[config.mk]
export PLATFORM = sky130hd
export DESIGN_NAME = enc8_3_flat
export DESIGN_NICKNAME = d
export VERILOG_FILES = /design/src/rtl/enc_pkg.sv /design/src/rtl/enc8_3_if.sv /design/src/rtl/pri_enc8.sv /design/src/rtl/enc8_3.sv /design/src/flat_wrapper.sv
export SDC_FILE = /design/constraint.sdc
export NUM_CORES = 1
export LEC_CHECK = 0
export CAP_MARGIN = 10
export CORE_AREA = 2 2 44 46
export DETAILED_ROUTE_END_ITERATION = 6
export DIE_AREA = 0 0 46 48
export PLACE_DENSITY_LB_ADDON = 0.05
export SKIP_CTS_REPAIR_TIMING = 1
export SYNTH_ARGS = -nofsm -noshare
export SYNTH_HDL_FRONTEND = slang
export SYNTH_HIERARCHICAL = 1
export SYNTH_SLANG_ARGS = --single-unit
[constraint.sdc]
create_clock -name clk -period 2.5 [get_ports clk]
set_input_delay 0.625 -clock clk [delete_from_list [all_inputs] [get_ports clk]]
set_output_delay 0.625 -clock clk [all_outputs]
set_load 0.1 [all_outputs]
[src/rtl/enc_pkg.sv]
// Shared types and width constants for the 8-to-3 streaming priority encoder.
package enc_pkg;

  localparam int IN_W  = 8;
  localparam int IDX_W = 3;

  typedef enum logic {
    IDLE = 1'b0,
    EMIT = 1'b1
  } state_t;

endpackage

[src/rtl/enc8_3_if.sv]
// Input vector handshake plus indexed output stream of the enc8_3 encoder.
interface enc8_3_if;
  import enc_pkg::*;

  logic             in_valid;
  logic             in_ready;
  logic [IN_W-1:0]  in_x;
  logic             out_valid;
  logic             out_ready;
  logic [IDX_W-1:0] out_y;
  logic             out_last;
  logic             out_none;

  modport master (
    output in_valid, in_x, out_ready,
    input  in_ready, out_valid, out_y, out_last, out_none
  );

  modport slave (
    input  in_valid, in_x, out_ready,
    output in_ready, out_valid, out_y, out_last, out_none
  );

endinterface

[src/rtl/pri_enc8.sv]
// Combinational priority encoder over an 8-bit mask, direction selectable.
module pri_enc8
  import enc_pkg::*;
(
  input  logic [IN_W-1:0]  mask,
  input  logic             lsb_first,
  output logic [IDX_W-1:0] idx,
  output logic             found,
  output logic             single
);

  // The last assignment in scan order wins, so scan away from the priority end.
  always_comb begin
    idx = '0;
    if (lsb_first) begin
      for (int i = IN_W - 1; i >= 0; i--) begin
        if (mask[i]) idx = IDX_W'(i);
      end
    end else begin
      for (int i = 0; i < IN_W; i++) begin
        if (mask[i]) idx = IDX_W'(i);
      end
    end
  end

  assign found  = |mask;
  assign single = found && ((mask & (mask - IN_W'(1))) == '0);

endmodule

[src/rtl/enc8_3.sv]
// Streaming encoder: accepts an 8-bit request vector and emits the index of
// each set bit, one per handshake, in LSB-first or MSB-first order.
module enc8_3
  import enc_pkg::*;
#(
  parameter int LSB_FIRST = 1
) (
  input  logic     clk,
  input  logic     rst_n,
  enc8_3_if.slave  bus
);

  state_t           state, state_nxt;
  logic [IN_W-1:0]  pending, pending_nxt;
  logic             none_q, none_nxt;
  logic [IDX_W-1:0] idx;
  logic             found;
  logic             single;
  logic             emit_last;

  pri_enc8 u_pri (
    .mask      (pending),
    .lsb_first (LSB_FIRST != 0),
    .idx       (idx),
    .found     (found),
    .single    (single)
  );

  // An empty pending mask in EMIT is the all-zero vector's single output.
  assign emit_last = !found || single;

  always_ff @(posedge clk or negedge rst_n) begin
    if (!rst_n) begin
      state   <= IDLE;
      pending <= '0;
      none_q  <= 1'b0;
    end else begin
      state   <= state_nxt;
      pending <= pending_nxt;
      none_q  <= none_nxt;
    end
  end

  always_comb begin
    state_nxt   = state;
    pending_nxt = pending;
    none_nxt    = none_q;
    case (state)
      IDLE: begin
        if (bus.in_valid) begin
          pending_nxt = bus.in_x;
          none_nxt    = (bus.in_x == '0);
          state_nxt   = EMIT;
        end
      end
      EMIT: begin
        if (bus.out_ready) begin
          pending_nxt = pending & ~(IN_W'(1) << idx);
          if (emit_last) begin
            state_nxt = IDLE;
            none_nxt  = 1'b0;
          end
        end
      end
    endcase
  end

  always_comb begin
    bus.in_ready  = (state == IDLE);
    bus.out_valid = (state == EMIT);
    bus.out_y     = '0;
    bus.out_last  = 1'b0;
    bus.out_none  = 1'b0;
    if (state == EMIT) begin
      bus.out_y    = idx;
      bus.out_last = emit_last;
      bus.out_none = none_q;
    end
  end

endmodule

[src/flat_wrapper.sv]
// flat-port wrapper written by rule: the top's interface ports become plain ports
module enc8_3_flat import enc_pkg::*;
#(
  parameter int LSB_FIRST = 1
)
  (clk, rst_n, bus_in_valid, bus_in_x, bus_out_ready, bus_in_ready, bus_out_valid, bus_out_y, bus_out_last, bus_out_none);
  enc8_3_if bus_i ();
  input  logic clk;
  input  logic rst_n;
  input wire logic [$bits(bus_i.in_valid)-1:0] bus_in_valid;
  input wire logic [$bits(bus_i.in_x)-1:0] bus_in_x;
  input wire logic [$bits(bus_i.out_ready)-1:0] bus_out_ready;
  output wire logic [$bits(bus_i.in_ready)-1:0] bus_in_ready;
  output wire logic [$bits(bus_i.out_valid)-1:0] bus_out_valid;
  output wire logic [$bits(bus_i.out_y)-1:0] bus_out_y;
  output wire logic [$bits(bus_i.out_last)-1:0] bus_out_last;
  output wire logic [$bits(bus_i.out_none)-1:0] bus_out_none;
  assign bus_i.in_valid = bus_in_valid;
  assign bus_i.in_x = bus_in_x;
  assign bus_i.out_ready = bus_out_ready;
  assign bus_in_ready = bus_i.in_ready;
  assign bus_out_valid = bus_i.out_valid;
  assign bus_out_y = bus_i.out_y;
  assign bus_out_last = bus_i.out_last;
  assign bus_out_none = bus_i.out_none;
  enc8_3 #(.LSB_FIRST(LSB_FIRST)) u_core (.clk(clk), .rst_n(rst_n), .bus(bus_i));
endmodule
==> qor.yml <==
drt:
  drc: 0
  drtIter0Drc: 22
  drt_pass1_iterations: 4
  detailroute.via_count: 777
  detail_route.wirelength_mm: 1.922
  drtAntennaViolNets: 0
  wl_per_cell_um: 14.13
  avgViaCountPerCell: 5.713
place:
  gpl.final_weighted_congestion: 0.8541
  io_buffers: 18
  place.detailed.hpwl_mm: 1.477
timing:
  timing.final.crit_share_pct: 103.5
  finalHoldWorstSlack_ns: 0.5871
  fin_crit_ns: 2.586
  fin_ws_ns: -0.08645
  finalSetupViolCount: 2
  skew_final_ns: 0.006612
  timing_hold_violations_final: 0
  timing.final.max_slew_violations: 0
  setup_repair_after_global_routing_missed_its_margin: "yes"
  fmax_mhz: 386.6
floorplan:
  design.core.area_um2: 1689
  die_w_um: 46
  die_area_um2: 2208
  chipHeight_um: 48
  io_pins: 19
  initial_utilization_pct: 44.81
  std_cell_rows: 15
synth:
  postSynthCellCount: 85
  ys_async_sr_fraction_pct: 100.0
  synth_sequential_area_ratio_pct: 33.06
  number_of_synthesized_flops_with_an_enable_pin: 0
  synth_flop_cell: "sky130_fd_sc_hd__dfrtp_1"
  synth.distinct_cells: 36
  synth_warnings: 6
  post_synth_main_area_contributors: "sky130_fd_sc_hd__dfrtp_1 (33%), sky130_fd_sc_hd__a22o_1 (9.3%), sky130_fd_sc_hd__o21ai_0 (4.6%)"
  netlist.top_cell.by_area: "sky130_fd_sc_hd__dfrtp_1"
  synth.avg_cell_area_um2: 8.906
  synth_top_cell_area_share_pct: 33.06
  synth_area_um2: 757.0
  postSynthRegisterBits: 10
critical_path:
  critical_path.startpoint_type: "flip-flop"
  worstPathBufferInverterCount: 3
  reg2reg_depth: 8
  cp_slowest_cell: "sky130_fd_sc_hd__dfrtp_1"
  critical_path.cell_chain: "nor4_4, buf_4, inv_2, a2111oi_4, o22a_1, nor2b_2, nor2_4, buf_12"
  endpoint_kind: "output pin"
  critical-path-top-delay-family: "simple AND/OR/NAND/NOR gates"
  worstPathArrival_ns: 1.96
  max_stage_delay_ns: 0.41
  worst-path-stages: 8
  cp_max_fo: 3
  timing.setup.critical_path_class: "reg2out"
  worst-endpoint-required_ns: 1.88
status:
  violated_checks: "setup timing"
  run_status: "finished with violations"
cells_and_area:
  final_nets: 132
  multi_input_comb_area_um2: 508.0
  fillers: 134
  area.sequential_um2: 256.5
  area_growth_syn_to_layout_pct: 51.57
  num_antenna_cells: 0
  post_route_cells_drive_above_1_share_pct: 34.45
clocking:
  cts_inserted_buffers: 3
  cts.sinks: 10
  h-tree-depth: 1
  cts_tree: "yes"
  cts_root_buf: "sky130_fd_sc_hd__clkbuf_4"
  buffer_depth_of_the_longest_clock_path: 2
  insertion_delay_ns: 0.27
  clkTransAtPathRegs_ns: 0.07
hold_path:
  hold_class: "reg2reg"
  worst_hold_path.num_cells: 2
global_routing:
  grt_pass1_vias: 689
  globalRouteOverflowTotal: 0
  maximum_number_of_pins_on_one_net_before_global_route_repair: 19
  global_route_wire_length_before_repair_mm: 3.111
  groute.usage.overall_pct: 20.14
  antenna_found_initial: 0
flow_run:
  cap_violations: 0
[cells in the mapped netlist, types with 2 or more instances]
cell type,count
sky130_fd_sc_hd__a21oi_1,4
sky130_fd_sc_hd__a22o_1,8
sky130_fd_sc_hd__and2_2,3
sky130_fd_sc_hd__buf_6,2
sky130_fd_sc_hd__dfrtp_1,10
sky130_fd_sc_hd__inv_1,4
sky130_fd_sc_hd__nand2_1,3
sky130_fd_sc_hd__nand2b_1,2
sky130_fd_sc_hd__nand3_1,2
sky130_fd_sc_hd__nor2_1,6
sky130_fd_sc_hd__nor2b_1,3
sky130_fd_sc_hd__nor3_1,2
sky130_fd_sc_hd__nor4_1,3
sky130_fd_sc_hd__o21ai_0,7
sky130_fd_sc_hd__o21ai_1,4
sky130_fd_sc_hd__o22a_1,2
[final cells by class]
| class | count | share of cell area, % |
|---|---|---|
| well taps | 17 | 1.854 |
| inverters | 5 | 1.963 |
| clock buffers | 4 | 3.162 |
| repair buffers | 30 | 26.39 |
| flip-flops and latches | 10 | 22.36 |
| multi-input cells | 70 | 44.27 |
[sequential cells by signal (all words and copies together) (netlist names)]
register and cells:
u_core/pending 8, u_core/bus.out_valid 1, u_core/none_q 1
[per-layer routing]
metal	vias to the layer above	track usage [%]	wire, um
met5	-	0	0
met4	0	3.429	22
met3	4	6.792	145
met2	37	33.61	936
met1	356	25.62	818
li1	380	-	-
[worst min-delay path, cell delays in order (launching register included)]
cell and delay (ns):
sky130_fd_sc_hd__dfrtp_1 0.38, sky130_fd_sc_hd__o21ai_0 0.09, sky130_fd_sc_hd__o21ai_0 0.08
[cell usage in the layout, fill, tap and decap left out, types with 2 or more instances in the layout]
cell                              instances
sky130_fd_sc_hd__nand2b_1                 2
sky130_fd_sc_hd__buf_4                   15
sky130_fd_sc_hd__clkbuf_4                 3
sky130_fd_sc_hd__inv_1                    3
sky130_fd_sc_hd__conb_1                   5
sky130_fd_sc_hd__dfrtp_1                  7
sky130_fd_sc_hd__o21ai_1                  4
sky130_fd_sc_hd__a21oi_1                  4
sky130_fd_sc_hd__nand3_1                  2
sky130_fd_sc_hd__nor4_1                   3
sky130_fd_sc_hd__nor2_1                   4
sky130_fd_sc_hd__and2_2                   3
sky130_fd_sc_hd__nor3_1                   2
sky130_fd_sc_hd__dfrtp_2                  2
sky130_fd_sc_hd__o21ai_0                  7
sky130_fd_sc_hd__a22o_1                   8
sky130_fd_sc_hd__clkdlybuf4s50_1         11
sky130_fd_sc_hd__nor2b_2                  2
sky130_fd_sc_hd__buf_12                   4
sky130_fd_sc_hd__o22a_1                   2
sky130_fd_sc_hd__nand2_1                  3
[path summary, 6_finish.rpt]
kind / start / to / slack, ns
worst max-delay path: u_core/pending[1] / bus_out_last / -0.09
worst min-delay path: u_core/none_q / u_core/none_q / 0.59
worst max register to register: u_core/pending[5] / u_core/pending[1] / 0.53
worst min register to register: u_core/none_q / u_core/none_q / 0.59
max in group asynchronous: rst_n / u_core/bus.out_valid / 1.51
min in group asynchronous: rst_n / u_core/pending[6] / 0.66
[metrics by stage]
step	utilization, %	instances	worst slack, ns	cell area (um2)	TNS (ns)
floorplan	-	89	-0.009180	787.0	-0.009180
global route	67.93	136	-0.1965	1147	-0.3810
detailed placement	61.93	128	0.1432	1046	0
CTS	64.07	132	-0.1511	1082	-0.1511
finish	67.93	136	-0.08645	1147	-0.09037
global placement	61.93	128	0.1559	1046	0
[kinds of logic (layout without fill, tap and decap cells)]
logic type,count (synthesis),after routing,share of synthesized area (%)
other cells,1,5,0.4954
buf+inv,9,39,7.106
xor+xnor,1,1,1.157
compound gates,32,32,29.59
flops,10,10,33.06
fa+ha+maj,1,1,1.322
simple gates,31,31,27.27
Power is left out: the tool's default activity adds up to more than one toggle a clock period on the data nets, which glitch-free logic cannot reach.
